[src/rtl/wb_burst_reader_if.sv]
// -----------------------------------------------------------------------------
// wb_burst_reader_if
// Wishbone B4 read-burst bus between the burst reader (initiator) and the
// SDRAM responder.
//   wb_adr_o  byte address of the current beat (initiator -> responder)
//   wb_cyc_o  bus cycle
//   wb_stb_o  strobe, mirrors wb_cyc_o
//   wb_we_o   write enable, always 0 (read-only initiator)
//   wb_sel_o  byte selects, always all ones
//   wb_cti_o  cycle type: incrementing burst, end-of-burst, or classic
//   wb_dat_i  read data (responder -> initiator)
//   wb_ack_i  beat acknowledge (responder -> initiator)
// -----------------------------------------------------------------------------
interface wb_burst_reader_if #(
  parameter int ADR_W  = 24,
  parameter int DATA_W = 32
);
  logic [ADR_W-1:0]  wb_adr_o;
  logic              wb_cyc_o;
  logic              wb_stb_o;
  logic              wb_we_o;
  logic [3:0]        wb_sel_o;
  logic [2:0]        wb_cti_o;
  logic [DATA_W-1:0] wb_dat_i;
  logic              wb_ack_i;

  modport master (
    output wb_adr_o, wb_cyc_o, wb_stb_o, wb_we_o, wb_sel_o, wb_cti_o,
    input  wb_dat_i, wb_ack_i
  );

  modport slave (
    input  wb_adr_o, wb_cyc_o, wb_stb_o, wb_we_o, wb_sel_o, wb_cti_o,
    output wb_dat_i, wb_ack_i
  );
endinterface

[src/rtl/wb_burst_reader.sv]
// -----------------------------------------------------------------------------
// wb_burst_reader
// Wishbone initiator that streams a linear, 16-byte aligned SDRAM region into
// a show-ahead FIFO using 4-beat incrementing read bursts. A burst is only
// issued when the FIFO can absorb all of its beats, so the FIFO never
// overflows and the responder is never stalled by the consumer.
// Ports:
//   wb_clk, wb_rst_n   clock, asynchronous active-low reset
//   start, abort       1-cycle control pulses
//   base_adr, n_bursts transfer start address and burst count (0 = empty)
//   busy, done         transfer in progress / 1-cycle normal completion pulse
//   wb                 wishbone initiator bus (master modport)
//   q_rd               consumer pop
//   q_dat, q_empty     FIFO head word and empty flag
//   q_level            words held in the FIFO
// -----------------------------------------------------------------------------
module wb_burst_reader #(
  parameter int ADR_W     = 24,
  parameter int LEN_W     = 14,
  parameter int FIFO_LOG2 = 4,
  parameter int BURST_LEN = 4,
  parameter int DATA_W    = 32
) (
  input  logic                 wb_clk,
  input  logic                 wb_rst_n,
  input  logic                 start,
  input  logic                 abort,
  input  logic [ADR_W-1:0]     base_adr,
  input  logic [LEN_W-1:0]     n_bursts,
  output logic                 busy,
  output logic                 done,
  wb_burst_reader_if.master    wb,
  input  logic                 q_rd,
  output logic [DATA_W-1:0]    q_dat,
  output logic                 q_empty,
  output logic [FIFO_LOG2:0]   q_level
);
  localparam int DEPTH = 1 << FIFO_LOG2;
  localparam int LVL_W = FIFO_LOG2 + 1;
  localparam int PTR_W = FIFO_LOG2;
  localparam logic [LVL_W-1:0] SPACE_MAX   = LVL_W'(DEPTH - BURST_LEN);
  localparam logic [1:0]       LAST_BEAT   = 2'(BURST_LEN - 1);
  localparam logic [2:0]       CTI_CLASSIC = 3'b000;
  localparam logic [2:0]       CTI_INCR    = 3'b010;
  localparam logic [2:0]       CTI_END     = 3'b111;

  typedef enum logic [1:0] {S_IDLE, S_WAIT_SPACE, S_BURST, S_FLUSH} state_t;

  state_t             state_q, state_d;
  logic [ADR_W-1:0]   adr_q, adr_d;
  logic [LEN_W-1:0]   remaining_q, remaining_d;
  logic [1:0]         beat_q, beat_d;
  logic               cyc_q, cyc_d;
  logic [2:0]         cti_q, cti_d;
  logic               busy_q, busy_d;
  logic               done_q, done_d;
  logic               abort_pend_q, abort_pend_d;
  logic [PTR_W-1:0]   wr_ptr_q, wr_ptr_d;
  logic [PTR_W-1:0]   rd_ptr_q, rd_ptr_d;
  logic [LVL_W-1:0]   level_q, level_d;
  logic [DATA_W-1:0]  fifo_mem [DEPTH];

  logic beat_ack, last_ack, last_burst, abort_now, has_space;
  logic push, pop, flush;

  function automatic logic [2:0] cti_for_beat(input logic [1:0] beat);
    return (beat == LAST_BEAT) ? CTI_END : CTI_INCR;
  endfunction

  assign beat_ack   = (state_q == S_BURST) && wb.wb_ack_i;
  assign last_ack   = beat_ack && (beat_q == LAST_BEAT);
  assign last_burst = (remaining_q == LEN_W'(1));
  // abort is sticky; a pulse in the current cycle counts as already latched
  assign abort_now  = abort_pend_q | abort;
  assign has_space  = (level_q <= SPACE_MAX);
  assign push       = beat_ack;
  assign pop        = q_rd && !q_empty;

  // ---- state / control registers
  always_ff @(posedge wb_clk or negedge wb_rst_n) begin
    if (!wb_rst_n) begin
      state_q      <= S_IDLE;
      adr_q        <= '0;
      remaining_q  <= '0;
      beat_q       <= '0;
      cyc_q        <= 1'b0;
      cti_q        <= CTI_CLASSIC;
      busy_q       <= 1'b0;
      done_q       <= 1'b0;
      abort_pend_q <= 1'b0;
      wr_ptr_q     <= '0;
      rd_ptr_q     <= '0;
      level_q      <= '0;
    end else begin
      state_q      <= state_d;
      adr_q        <= adr_d;
      remaining_q  <= remaining_d;
      beat_q       <= beat_d;
      cyc_q        <= cyc_d;
      cti_q        <= cti_d;
      busy_q       <= busy_d;
      done_q       <= done_d;
      abort_pend_q <= abort_pend_d;
      wr_ptr_q     <= wr_ptr_d;
      rd_ptr_q     <= rd_ptr_d;
      level_q      <= level_d;
    end
  end

  // ---- FIFO storage (data only, no reset)
  always_ff @(posedge wb_clk) begin
    if (push) fifo_mem[wr_ptr_q] <= wb.wb_dat_i;
  end

  // ---- next-state logic
  always_comb begin
    state_d = state_q;
    unique case (state_q)
      S_IDLE:       if (start && (n_bursts != '0)) state_d = S_WAIT_SPACE;
      S_WAIT_SPACE: begin
        if (abort_now)      state_d = S_FLUSH;
        else if (has_space) state_d = S_BURST;
      end
      S_BURST: begin
        // cyc is never dropped before the final ack, so abort waits here
        if (last_ack) begin
          if (abort_now)       state_d = S_FLUSH;
          else if (last_burst) state_d = S_IDLE;
          else                 state_d = S_WAIT_SPACE;
        end
      end
      S_FLUSH:      state_d = S_IDLE;
      default:      state_d = S_IDLE;
    endcase
  end

  // ---- output / datapath next values
  always_comb begin
    adr_d        = adr_q;
    remaining_d  = remaining_q;
    beat_d       = beat_q;
    cyc_d        = cyc_q;
    cti_d        = cti_q;
    busy_d       = busy_q;
    done_d       = 1'b0;
    abort_pend_d = abort_pend_q;
    flush        = 1'b0;
    unique case (state_q)
      S_IDLE: begin
        abort_pend_d = 1'b0;
        if (start) begin
          if (n_bursts == '0) begin
            done_d = 1'b1;
          end else begin
            adr_d        = {base_adr[ADR_W-1:4], 4'h0};
            remaining_d  = n_bursts;
            busy_d       = 1'b1;
            abort_pend_d = abort;
          end
        end
      end
      S_WAIT_SPACE: begin
        abort_pend_d = abort_now;
        if (!abort_now && has_space) begin
          cyc_d  = 1'b1;
          beat_d = '0;
          cti_d  = cti_for_beat(2'd0);
        end
      end
      S_BURST: begin
        abort_pend_d = abort_now;
        if (beat_ack) begin
          adr_d  = adr_q + ADR_W'(4);
          beat_d = beat_q + 2'd1;
          cti_d  = cti_for_beat(beat_q + 2'd1);
          if (last_ack) begin
            // registered deassert: cyc/stb are low on the edge that takes the last ack
            cyc_d       = 1'b0;
            cti_d       = CTI_CLASSIC;
            remaining_d = remaining_q - LEN_W'(1);
            if (!abort_now && last_burst) begin
              done_d = 1'b1;
              busy_d = 1'b0;
            end
          end
        end
      end
      S_FLUSH: begin
        busy_d       = 1'b0;
        abort_pend_d = 1'b0;
        flush        = 1'b1;
      end
      default: ;
    endcase
  end

  // ---- FIFO pointer / level next values
  always_comb begin
    wr_ptr_d = wr_ptr_q;
    rd_ptr_d = rd_ptr_q;
    level_d  = level_q;
    if (flush) begin
      wr_ptr_d = '0;
      rd_ptr_d = '0;
      level_d  = '0;
    end else begin
      if (push) wr_ptr_d = wr_ptr_q + PTR_W'(1);
      if (pop)  rd_ptr_d = rd_ptr_q + PTR_W'(1);
      level_d = level_q + LVL_W'(push) - LVL_W'(pop);
    end
  end

  a_no_push_at_full: assert property (@(posedge wb_clk) disable iff (!wb_rst_n)
    !(push && (level_q == LVL_W'(DEPTH))));

  assign wb.wb_adr_o = adr_q;
  assign wb.wb_cyc_o = cyc_q;
  assign wb.wb_stb_o = cyc_q;
  assign wb.wb_we_o  = 1'b0;
  assign wb.wb_sel_o = 4'hF;
  assign wb.wb_cti_o = cti_q;
  assign busy        = busy_q;
  assign done        = done_q;
  assign q_dat       = fifo_mem[rd_ptr_q];
  assign q_empty     = (level_q == '0);
  assign q_level     = level_q;
endmodule

[src/flat_wrapper.sv]
// flat-port wrapper written by rule: the top's interface ports become plain ports
module wb_burst_reader_flat 
#(
  parameter int ADR_W     = 24,
  parameter int LEN_W     = 14,
  parameter int FIFO_LOG2 = 4,
  parameter int BURST_LEN = 4,
  parameter int DATA_W    = 32
)
  (wb_clk, wb_rst_n, start, abort, base_adr, n_bursts, busy, done, q_rd, q_dat, q_empty, q_level, wb_wb_adr_o, wb_wb_cyc_o, wb_wb_stb_o, wb_wb_we_o, wb_wb_sel_o, wb_wb_cti_o, wb_wb_dat_i, wb_wb_ack_i);
  wb_burst_reader_if #(.ADR_W(ADR_W), .DATA_W(DATA_W)) wb_i ();
  input  logic wb_clk;
  input  logic wb_rst_n;
  input  logic start;
  input  logic abort;
  input  logic [ADR_W-1:0] base_adr;
  input  logic [LEN_W-1:0] n_bursts;
  output logic busy;
  output logic done;
  input  logic q_rd;
  output logic [DATA_W-1:0] q_dat;
  output logic q_empty;
  output logic [FIFO_LOG2:0] q_level;
  output wire logic [$bits(wb_i.wb_adr_o)-1:0] wb_wb_adr_o;
  output wire logic [$bits(wb_i.wb_cyc_o)-1:0] wb_wb_cyc_o;
  output wire logic [$bits(wb_i.wb_stb_o)-1:0] wb_wb_stb_o;
  output wire logic [$bits(wb_i.wb_we_o)-1:0] wb_wb_we_o;
  output wire logic [$bits(wb_i.wb_sel_o)-1:0] wb_wb_sel_o;
  output wire logic [$bits(wb_i.wb_cti_o)-1:0] wb_wb_cti_o;
  input wire logic [$bits(wb_i.wb_dat_i)-1:0] wb_wb_dat_i;
  input wire logic [$bits(wb_i.wb_ack_i)-1:0] wb_wb_ack_i;
  assign wb_wb_adr_o = wb_i.wb_adr_o;
  assign wb_wb_cyc_o = wb_i.wb_cyc_o;
  assign wb_wb_stb_o = wb_i.wb_stb_o;
  assign wb_wb_we_o = wb_i.wb_we_o;
  assign wb_wb_sel_o = wb_i.wb_sel_o;
  assign wb_wb_cti_o = wb_i.wb_cti_o;
  assign wb_i.wb_dat_i = wb_wb_dat_i;
  assign wb_i.wb_ack_i = wb_wb_ack_i;
  wb_burst_reader #(.ADR_W(ADR_W), .LEN_W(LEN_W), .FIFO_LOG2(FIFO_LOG2), .BURST_LEN(BURST_LEN), .DATA_W(DATA_W)) u_core (.wb_clk(wb_clk), .wb_rst_n(wb_rst_n), .start(start), .abort(abort), .base_adr(base_adr), .n_bursts(n_bursts), .busy(busy), .done(done), .wb(wb_i), .q_rd(q_rd), .q_dat(q_dat), .q_empty(q_empty), .q_level(q_level));
endmodule
[config.mk]
export PLATFORM = sky130hd
export DESIGN_NAME = wb_burst_reader_flat
export DESIGN_NICKNAME = d
export VERILOG_FILES = /design/src/rtl/wb_burst_reader_if.sv /design/src/rtl/wb_burst_reader.sv /design/src/flat_wrapper.sv
export SDC_FILE = /design/constraint.sdc
export NUM_CORES = 1
export LEC_CHECK = 0
export BUFFER_PORTS_ARGS = -buffer_cell sky130_fd_sc_hd__buf_4
export CORE_AREA = 4 4 283 285
export CTS_CLUSTER_DIAMETER = 50
export DETAILED_ROUTE_END_ITERATION = 8
export DIE_AREA = 0 0 287 289
export GPL_TIMING_DRIVEN = 0
export SLEW_MARGIN = 20
export SYNTH_ARGS = -nofsm -noshare
export SYNTH_HDL_FRONTEND = slang
export SYNTH_SLANG_ARGS = --single-unit
[constraint.sdc]
create_clock -name wb_clk -period 3.8 [get_ports wb_clk]
set_input_delay 0.19 -clock wb_clk [delete_from_list [all_inputs] [get_ports wb_clk]]
set_output_delay 0.19 -clock wb_clk [all_outputs]
set_load 0.05 [all_outputs]
==> results.json, run 1 <==
{
  "power.leakage_nw": 9.25,
  "worstPathRequired_ps": 3610,
  "viasPerCell": 4.89,
  "instances_no_fill": 2534,
  "cts_buffer_depth": 3,
  "ir_worst_vdd_mv": 0.590,
  "setup_ws_ps": 158,
  "setup_violations": 0,
  "fin_crit_sh": 0.958,
  "yosysUniqueCellTypes": 60,
  "synthArstFlopShare": 0.103,
  "critPathLaunchType": "flop",
  "final_common_cell": "edfxtp_1",
  "port_buffers": 138,
  "fp-row-count": 102,
  "grt_use_met2": 0.220,
  "seqPwrFrac": 0.377,
  "tns_ps": 0,
  "track_usage": 0.135,
  "swShare": 0.353,
  "cp_max_fo": 10,
  "routabilityCongestion": 0.871,
  "cts_tree": "yes",
  "placed_area_um2": 25500,
  "period_needed_ps": 3640,
  "numCtsBuffers": 59,
  "cts.sinks": 571,
  "synth_seq_area_share": 0.731,
  "p_sw_mw": 7.16,
  "slew_headroom": 0.283,
  "start_util": 0.298,
  "clock_skew_ps": 27.9,
  "grt_pass1_vias": 12900,
  "dp_cells": 2354,
  "postRouteAntennaNets": 0,
  "internal-power_mw": 13.1,
  "reg2reg_from": "u_core.q_level[2]",
  "max-cap-violations": 0,
  "clkTransAtPathRegs_ps": 60,
  "antenna_found_initial": 2,
  "clock_power_share": 0.277,
  "clk_latency_ps": 630,
  "firstDrtPassIters": 5,
  "synth_cells": 1167,
  "end_kind": "primary output",
  "hold_violations": 0,
  "worst_slew_pin_slew_ps": 1080,
  "hold_path.class": "input pin to asynchronous set/reset pin",
  "syn_area_um2": 23100,
  "synth_edf_count": 512,
  "grt_pass1_wl_um": 83800,
  "combPwrFrac": 0.346,
  "drc": 0,
  "grt_use_met3": 0.0281,
  "via_count": 12400,
  "cts_max_level": 2,
  "critPathKind": "flop to primary output",
  "power_mw": 20.3,
  "drive_gt1_frac": 0.300,
  "power-per-cell-area_nw_per_um2": 721,
  "grt_overflow_total": 0,
  "cp_top_family": "buffers and inverters",
  "die_w_um": 287,
  "cts-root-buf": "clkbuf_16",
  "ys.flop_type": "edfxtp_1",
  "status": "completed",
  "cp_data_arrival_time_ps": 3450,
  "routed_wl_um": 56200,
  "nNetsFinal": 1544,
  "critPathMaxStageDelay_ps": 700,
  "slowest_stage": "clkbuf_1",
  "dieArea_um2": 82900,
  "rsz0062_at_grt": "false",
  "stdcell_area_um2": 28200,
  "wl_per_cell_um": 22.2,
  "grt_max_degree": 60,
  "final_cell_mix": "512 x edfxtp_1, 160 x mux4_2, 151 x buf_4",
  "grt.busiest_layer": "met2",
  "io-pin-count": 150,
  "fmax_mhz": 275,
  "postSynthAreaPerCell_um2": 19.8,
  "dieHeight_um": 289,
  "synth-seq-cells": 571,
  "critPathBufInv": 3,
  "detail_route.iter0.violations": 1113,
  "ys_warn_count": 0,
  "gr-usage-met1": 0.188,
  "post-place-ws_ps": 719,
  "crit_start": "u_core.rd_ptr_q[1]",
  "slew_violations": 0,
  "syn2layout_area_growth_pct": 22.1,
  "core_um2": 77300,
  "path_cells": "clkbuf_1 -> clkbuf_1 -> mux4_2 -> mux4_2 -> buf_4",
  "dp_hpwl_um": 33100
}
layout make-up:
type / count / area, µm²
Antenna cell: 2 / 5.00
Clock inverter: 39 / 374
Clock buffer: 69 / 1510
Fill cell: 7196 / 49200
Timing Repair Buffer: 212 / 1820
Tap cell: 1040 / 1300
Inverter: 31 / 116
Buffer: 68 / 345
Multi-Input combinational cell: 502 / 5840
Sequential cell: 571 / 16900
kinds of logic (layout without fill, tap and decap cells):
family                   Yosys count  in the layout  synth area share
AO/OA/AOI/OAI                    129            129            0.0374
XOR/XNOR                           9              9           0.00342
adder cells (fa/ha/maj)           23             23            0.0128
buffers and inverters             99            419            0.0191
flip-flops                       571            571             0.731
multiplexers                     162            162             0.157
other                              2              9          0.000326
AND/OR/NAND/NOR                  172            172            0.0392
through the flow:
stage	util	hold slack [ps]
global placement	0.329	336
global route	0.364	284
finish	0.364	218
floorplan	-	-106
detailed placement	0.330	348
CTS	0.364	221
worst paths after layout:
kind / endpoint / cells past startpoint / slack [ps]
max in group asynchronous: u_core.remaining_q[11] / 2 / 3000
min in group wb_clk: u_core.rd_ptr_q[0] / 5 / 310
min: u_core.remaining_q[0] / 2 / 220
max reg2reg: u_core.q_level[4] / 15 / 790
min reg2reg: u_core.state_q[1] / 1 / 520
max: q_dat[0] / 5 / 160
what timing repair did:
| action | in CTS | in global routing |
|---|---|---|
| hold endpoints to repair | 609 | 0 |
| hold buffers | 70 | 0 |
| gates resized for setup | 0 | 10 |
| endpoints found under the setup margin | 0 | 10 |
| setup buffers | 0 | 0 |
routing by layer:
layer | routed length, µm | up-vias
met4 | 925 | 0
met2 | 26800 | 459
met1 | 24200 | 6457
li1 | - | 5400
met3 | 4330 | 77
met5 | 0 | -
synthesized netlist by cell type (all sizes together) (3+ instances only):
cell	instances	area, µm²
inv	30	113
a21o	5	37.5
dfrtp	59	1480
xnor2	4	35.0
a31oi	5	31.3
nand3	21	105
nor4	9	68.8
nand4	13	81.3
and3	15	93.8
buf	37	209
clkbuf	31	116
nand2	31	116
a41o	4	40.0
or3	3	25.0
or4	3	22.5
o32ai	5	51.3
o22ai	35	219
a311oi	6	52.6
edfxtp	512	15400
ha	22	275
a21oi	33	165
nor3	13	65.1
mux4	160	3600
nor2b	5	31.3
nor2	36	135
o31ai	4	30.0
a211o	3	26.3
and2	14	87.6
xor2	5	43.8
o21ai	11	55.1
o211ai	4	30.0
flip-flops by register name, indices dropped and copies added (netlist names):
signal / count
u_core.fifo_mem: 512
u_core.remaining_q: 14
u_core.q_level: 5
u_core.done: 1
u_core.wb.wb_adr_o: 22
u_core.busy: 1
u_core.wr_ptr_q: 4
u_core.wb.wb_cti_o: 2
u_core.abort_pend_q: 1
u_core.state_q: 2
u_core.beat_q: 2
u_core.wb.wb_cyc_o: 1
u_core.rd_ptr_q: 4
power groups by stage:
stage	clock network, mW	registers [mW]	logic, mW
2_1_floorplan	0	8.18	4.40
3_3_place_gp	0	7.76	6.97
3_5_place_dp	0	7.77	7.04
4_1_cts	5.74	7.65	7.12
5_1_grt	6.02	7.72	7.54
6_report	5.62	7.66	7.01
Power figures use the tool's default switching activity.
==> run 2: changes to the inputs <==
--- a/config.mk
+++ b/config.mk
@@ -5,12 +5,13 @@
 export SDC_FILE = /design/constraint.sdc
 export NUM_CORES = 1
 export LEC_CHECK = 0
-export BUFFER_PORTS_ARGS = -buffer_cell sky130_fd_sc_hd__buf_4
 export CORE_AREA = 4 4 283 285
 export CTS_CLUSTER_DIAMETER = 50
 export DETAILED_ROUTE_END_ITERATION = 8
 export DIE_AREA = 0 0 287 289
+export DONT_BUFFER_PORTS = 1
 export GPL_TIMING_DRIVEN = 0
+export MAX_ROUTING_LAYER = met4
 export SLEW_MARGIN = 20
 export SYNTH_ARGS = -nofsm -noshare
 export SYNTH_HDL_FRONTEND = slang
==> constraint.sdc (replaced) <==
create_clock -name wb_clk -period 3.8 [get_ports wb_clk]
set_input_delay 0.19 -clock wb_clk [delete_from_list [all_inputs] [get_ports wb_clk]]
set_output_delay 0.19 -clock wb_clk [all_outputs]
set_load 0.005 [all_outputs]
==> run 2 against run 1 <==
  * Sequential share of layout area increased by 2.0 points
  * Hold slack got worse by 200 ps
  * Combinational power fell by 30%
  * Sequential cell count unchanged
  * Via count decreased by 4.1%
  * Critical path type unchanged
  * Highest routed layer unchanged
  * Clock skew is 8.5 ps lower
  * Total power down 10%
  * Final cell count down 5.3%
==> results.json, run 2 (same netlist as run 1, synthesis figures left out) <==
{
  "power.leakage_nw": 8.64,
  "worst_slew_pin_slew_ps": 1050,
  "largest_register_ffs": 512,
  "grt_pass1_wl_um": 82900,
  "grt_max_degree": 60,
  "end_kind": "primary output",
  "port_buffers": 0,
  "cts_buffer_depth": 3,
  "dieHeight_um": 289,
  "final_cell_mix": "512 x edfxtp_1, 160 x mux4_2, 73 x dlygate4sd3_1",
  "fin_crit_sh": 0.934,
  "path_cells": "clkbuf_1 -> clkbuf_1 -> mux4_2 -> mux4_2",
  "grt_overflow_total": 0,
  "cp_data_arrival_time_ps": 3360,
  "ir_worst_vdd_mv": 0.421,
  "status": "completed",
  "cts.sinks": 571,
  "tns_ps": 0,
  "die_w_um": 287,
  "holdPathStages": 2,
  "instances_no_fill": 2400,
  "critPathBufInv": 2,
  "setup_violations": 0,
  "final_common_cell": "edfxtp_1",
  "cts_max_level": 2,
  "critPathKind": "flop to primary output",
  "slowest_stage": "clkbuf_1",
  "via_count": 11900,
  "regMostFlops": "u_core.fifo_mem",
  "period_needed_ps": 3550,
  "grt_pass1_vias": 12300,
  "fp-row-count": 102,
  "syn2layout_area_growth_pct": 18.2,
  "critPathMaxStageDelay_ps": 780,
  "numCtsBuffers": 56,
  "clk_latency_ps": 610,
  "dieArea_um2": 82900,
  "detail_route.iter0.violations": 1060,
  "cp_max_fo": 10,
  "start_util": 0.298,
  "postRouteAntennaNets": 0,
  "antenna_found_initial": 1,
  "nNetsFinal": 1411,
  "dp_cells": 2220,
  "worstRegToRegCells": 15,
  "io-pin-count": 150,
  "worstPathRequired_ps": 3610,
  "track_usage": 0.139,
  "slew_headroom": 0.302,
  "dp_hpwl_um": 33500,
  "routabilityCongestion": 0.865,
  "hold_path.class": "input pin to flop",
  "drc": 0,
  "drive_gt1_frac": 0.228,
  "wl_per_cell_um": 23.4,
  "critPathLaunchType": "flop",
  "routed_wl_um": 56100,
  "clkTransAtPathRegs_ps": 70,
  "slew_violations": 0,
  "core_um2": 77300,
  "postCtsSetupRepairBufs": 0,
  "fmax_mhz": 282,
  "viasPerCell": 4.95,
  "utilization": 0.353,
  "max-cap-violations": 0,
  "rsz0062_at_grt": "false",
  "hold_violations": 0,
  "crit_cells": 4,
  "cts_tree": "yes",
  "firstDrtPassIters": 5,
  "clock_skew_ps": 19.4,
  "cp_top_family": "buffers and inverters",
  "power-per-cell-area_nw_per_um2": 670,
  "num-fill-cells": 7247,
  "cts-root-buf": "clkbuf_16"
}
run 2: changes by cell type in the layout (fill, tap and decap cells not counted), moves of 4 or more:
cell,change
buf_4,-138
buf_16,+6
buf_2,+6
clkbuf_4,-5
clkinv_4,-4
run 2: worst reg2reg max path, delay by kind of cell, from the launching register on:
family | cells | cell delay (ps)
compound gates | 2 | 210
fa+ha+maj | 4 | 1070
flops | 1 | 500
buf+inv | 5 | 640
simple gates | 3 | 500
xor+xnor | 1 | 130
run 2: layer usage:
metal  GRT usage  up-vias  share of wire
met5           -        -              0
met4      0.0282        0          0.014
met3      0.0312       58          0.074
met2       0.220      410           0.48
met1       0.186     6279           0.43
li1            -     5134              -
run 2: final timing paths:
kind | start | endpoint | slack (ps)
hold reg to reg | u_core.beat_q[0] | u_core.beat_q[0] | 520
min in group asynchronous | wb_rst_n | u_core.wb.wb_adr_o[10] | 150
setup reg to reg | u_core.q_level[2] | u_core.q_level[4] | 620
setup / recovery | u_core.rd_ptr_q[1] | q_dat[0] | 250
hold / removal | wb_wb_ack_i | u_core.beat_q[0] | 20
max in group asynchronous | wb_rst_n | u_core.q_level[1] | 3360
run 2: layout make-up:
class	count	area (µm²)	share of cell area
Clock buffer	67	1450	0.0533
Inverter	31	116	0.00427
Sequential cell	571	16900	0.618
Clock inverter	35	415	0.0152
Timing Repair Buffer	82	956	0.0351
Tap cell	1040	1300	0.0477
Multi-Input combinational cell	502	5840	0.214
Antenna cell	4	10.0	0.000367
Buffer	68	330	0.0121
run 2: power by group:
part	internal (mW)	switching, mW
clock	3.23	2.41
sequential	7.24	0.473
combinational	2.21	2.70
run 2: repair_timing:
action | 4_1_cts | 5_1_grt
hold endpoints to repair | 613 | 0
resized for setup | 1 | 0
hold buffers | 74 | 0
endpoints found under the setup margin | 1 | 0
run 2: metrics by stage:
step	hold WS, ps	setup slack (ps)	area (µm²)	total power, mW
finish	16.2	251	27300	18.3
global route	50.0	96.9	27300	19.2
CTS	20.7	210	27300	18.5
detailed placement	-104	-24.6	24600	12.7
global placement	-103	-186	24400	12.6
floorplan	-106	1130	23100	11.1
==> run 3: changes to the inputs <==
--- a/config.mk
+++ b/config.mk
@@ -12,6 +12,7 @@
 export DONT_BUFFER_PORTS = 1
 export GPL_TIMING_DRIVEN = 0
 export MAX_ROUTING_LAYER = met4
+export REMOVE_ABC_BUFFERS = 1
 export SLEW_MARGIN = 20
 export SYNTH_ARGS = -nofsm -noshare
 export SYNTH_HDL_FRONTEND = slang
==> run 3 against run 2 <==
  * Final area fell by 1.2%
  * Global-route usage fell by 1.0 points
  * Critical path type is now flop to flop
  * Critical endpoint is now u_core.remaining_q[2]
  * Die area did not move
  * Sequential share of layout area rose by 0.81 points
  * Maximum frequency rose by 9.1%
  * Hold slack improved by 23 ps
  * Total power fell by 1.8%
  * Largest cell class unchanged
  * Register-to-register slack got worse by 70 ps
  * Final cell count fell by 2.8%
==> results.json, run 3 (same netlist as run 1, synthesis figures left out) <==
{
  "status": "completed",
  "die_w_um": 287,
  "cts-root-buf": "clkbuf_16",
  "cp_data_arrival_time_ps": 3780,
  "rrSetupSlack_ps": 550,
  "fin_crit_sh": 0.856,
  "reg2reg_from": "u_core.state_q[0]",
  "track_usage": 0.129,
  "grt_overflow_total": 0,
  "cts.sinks": 571,
  "critPathLaunchType": "flop",
  "utilization": 0.348,
  "critPathBufInv": 4,
  "max-cap-violations": 0,
  "via_count": 11600,
  "drive_gt1_frac": 0.214,
  "worst_slew_pin_slew_ps": 1070,
  "clock_skew_ps": 32.1,
  "start_util": 0.298,
  "hold_violations": 0,
  "dp_hpwl_um": 27700,
  "routed_wl_um": 52700,
  "min_to": "u_core.done",
  "firstDrtPassIters": 7,
  "cts_tree": "yes",
  "postRouteAntennaNets": 0,
  "clk_latency_ps": 610,
  "fp-row-count": 102,
  "slowest_stage": "a21oi_2",
  "end_kind": "flop",
  "grt_max_degree": 60,
  "power-per-cell-area_nw_per_um2": 666,
  "numCtsBuffers": 56,
  "critPathMaxStageDelay_ps": 620,
  "slew_violations": 0,
  "nNetsFinal": 1344,
  "critPathKind": "flop to flop",
  "hold_path.class": "input pin to flop",
  "ir_worst_vdd_mv": 0.552,
  "holdWs_ps": 39.1,
  "wl_per_cell_um": 22.6,
  "cp_max_fo": 39,
  "hold_path.startpoint": "n_bursts[5]",
  "syn2layout_area_growth_pct": 16.8,
  "path_cells": "inv_1 -> ha_2 -> buf_12 -> inv_1 -> a21oi_1 -> a21oi_2 -> o22ai_1 -> a21oi_1 -> dlygate4sd3_1",
  "grt_pass1_wl_um": 77600,
  "cts_buffer_depth": 3,
  "power.leakage_nw": 8.43,
  "cts_max_level": 2,
  "io-pin-count": 150,
  "rsz0062_at_grt": "false",
  "r2r-end": "u_core.remaining_q[2]",
  "port_buffers": 0,
  "num-fill-cells": 7284,
  "antenna_found_initial": 4,
  "core_um2": 77300,
  "slew_headroom": 0.282,
  "holdPathStages": 4,
  "worstRegToRegCells": 9,
  "cp_top_family": "buffers and inverters",
  "detail_route.iter0.violations": 1032,
  "fmax_mhz": 307,
  "final_cell_mix": "512 x edfxtp_1, 160 x mux4_2, 73 x dlygate4sd3_1",
  "clkTransAtPathRegs_ps": 60,
  "dieHeight_um": 289,
  "dieArea_um2": 82900,
  "regMostFlops": "u_core.fifo_mem",
  "final_common_cell": "edfxtp_1",
  "routabilityCongestion": 0.854,
  "seqCellArea_um2": 16900,
  "setup_violations": 0,
  "largest_register_ffs": 512,
  "grt_pass1_vias": 12100,
  "period_needed_ps": 3250,
  "worstPathRequired_ps": 4330,
  "postCtsSetupRepairBufs": 0,
  "viasPerCell": 4.98,
  "multi_input_area_um2": 5850,
  "drc": 0
}
-- run 3: cell types whose count changed in the layout (fill, tap and decap cells not counted), sizes merged --
cell / previous run / this run
clkinvlp: 3 / 0
clkbuf: 98 / 73
inv: 35 / 32
buf: 46 / 10
-- run 3: metal layers --
| metal | global-route usage | vias to the layer above | share of wire |
|---|---|---|---|
| li1 | - | 5002 | - |
| met2 | 0.204 | 381 | 0.48 |
| met1 | 0.173 | 6160 | 0.44 |
| met4 | 0.0284 | 0 | 0.018 |
| met3 | 0.0271 | 81 | 0.063 |
| met5 | - | - | 0 |
-- run 3: cell type report --
type                       count  area share
antenna                        4    0.000372
clock buffer                  73      0.0544
timing repair buffer          83      0.0359
tap                         1040      0.0483
sequential                   571       0.626
inverter                      31     0.00432
clock inverter                29      0.0136
multi-input combinational    502       0.217
-- run 3: how the worst max path moves through the flow --
stage | from | to | slack, ps | depth (start not counted)
floorplan | u_core.rd_ptr_q[0] | q_dat[0] | -2520 | 2
global placement | u_core.rd_ptr_q[0] | q_dat[0] | -4910 | 2
detailed placement | u_core.state_q[0] | u_core.remaining_q[6] | 650 | 8
CTS | u_core.state_q[0] | u_core.remaining_q[2] | 530 | 9
global route | u_core.state_q[0] | u_core.remaining_q[2] | 310 | 9
finish | u_core.state_q[0] | u_core.remaining_q[2] | 550 | 9
-- run 3: what timing repair did --
item | 4_1_cts | 5_1_grt
hold buffers | 74 | 0
gates resized for setup | 0 | 0
endpoints found under the hold margin | 614 | 0
-- run 3: worst min-delay path: cells and delay by family --
kind	cells	cell delay [ps]
compound gates	1	70
simple gates	3	320
-- run 3: through the flow --
stage                     worst slack, ps  instances  total power, mW  cell area, µm²  setup TNS [ps]
after floorplan                     -2520       1104             11.2           22800          -87930
after global placement              -4910       2144             12.2           24100         -823110
after detailed placement              650       2153             12.5           24300               0
after CTS                             532       2329             18.2           26900               0
after global routing                  306       2333             18.9           26900               0
final                                 546       2333             17.9           26900               0
-- run 3: where the power goes --
| group | switching [mW] | total, mW | internal (mW) |
|---|---|---|---|
| logic | 2.25 | 4.50 | 2.25 |
| clock network | 2.33 | 5.54 | 3.21 |
| registers | 0.661 | 7.91 | 7.25 |
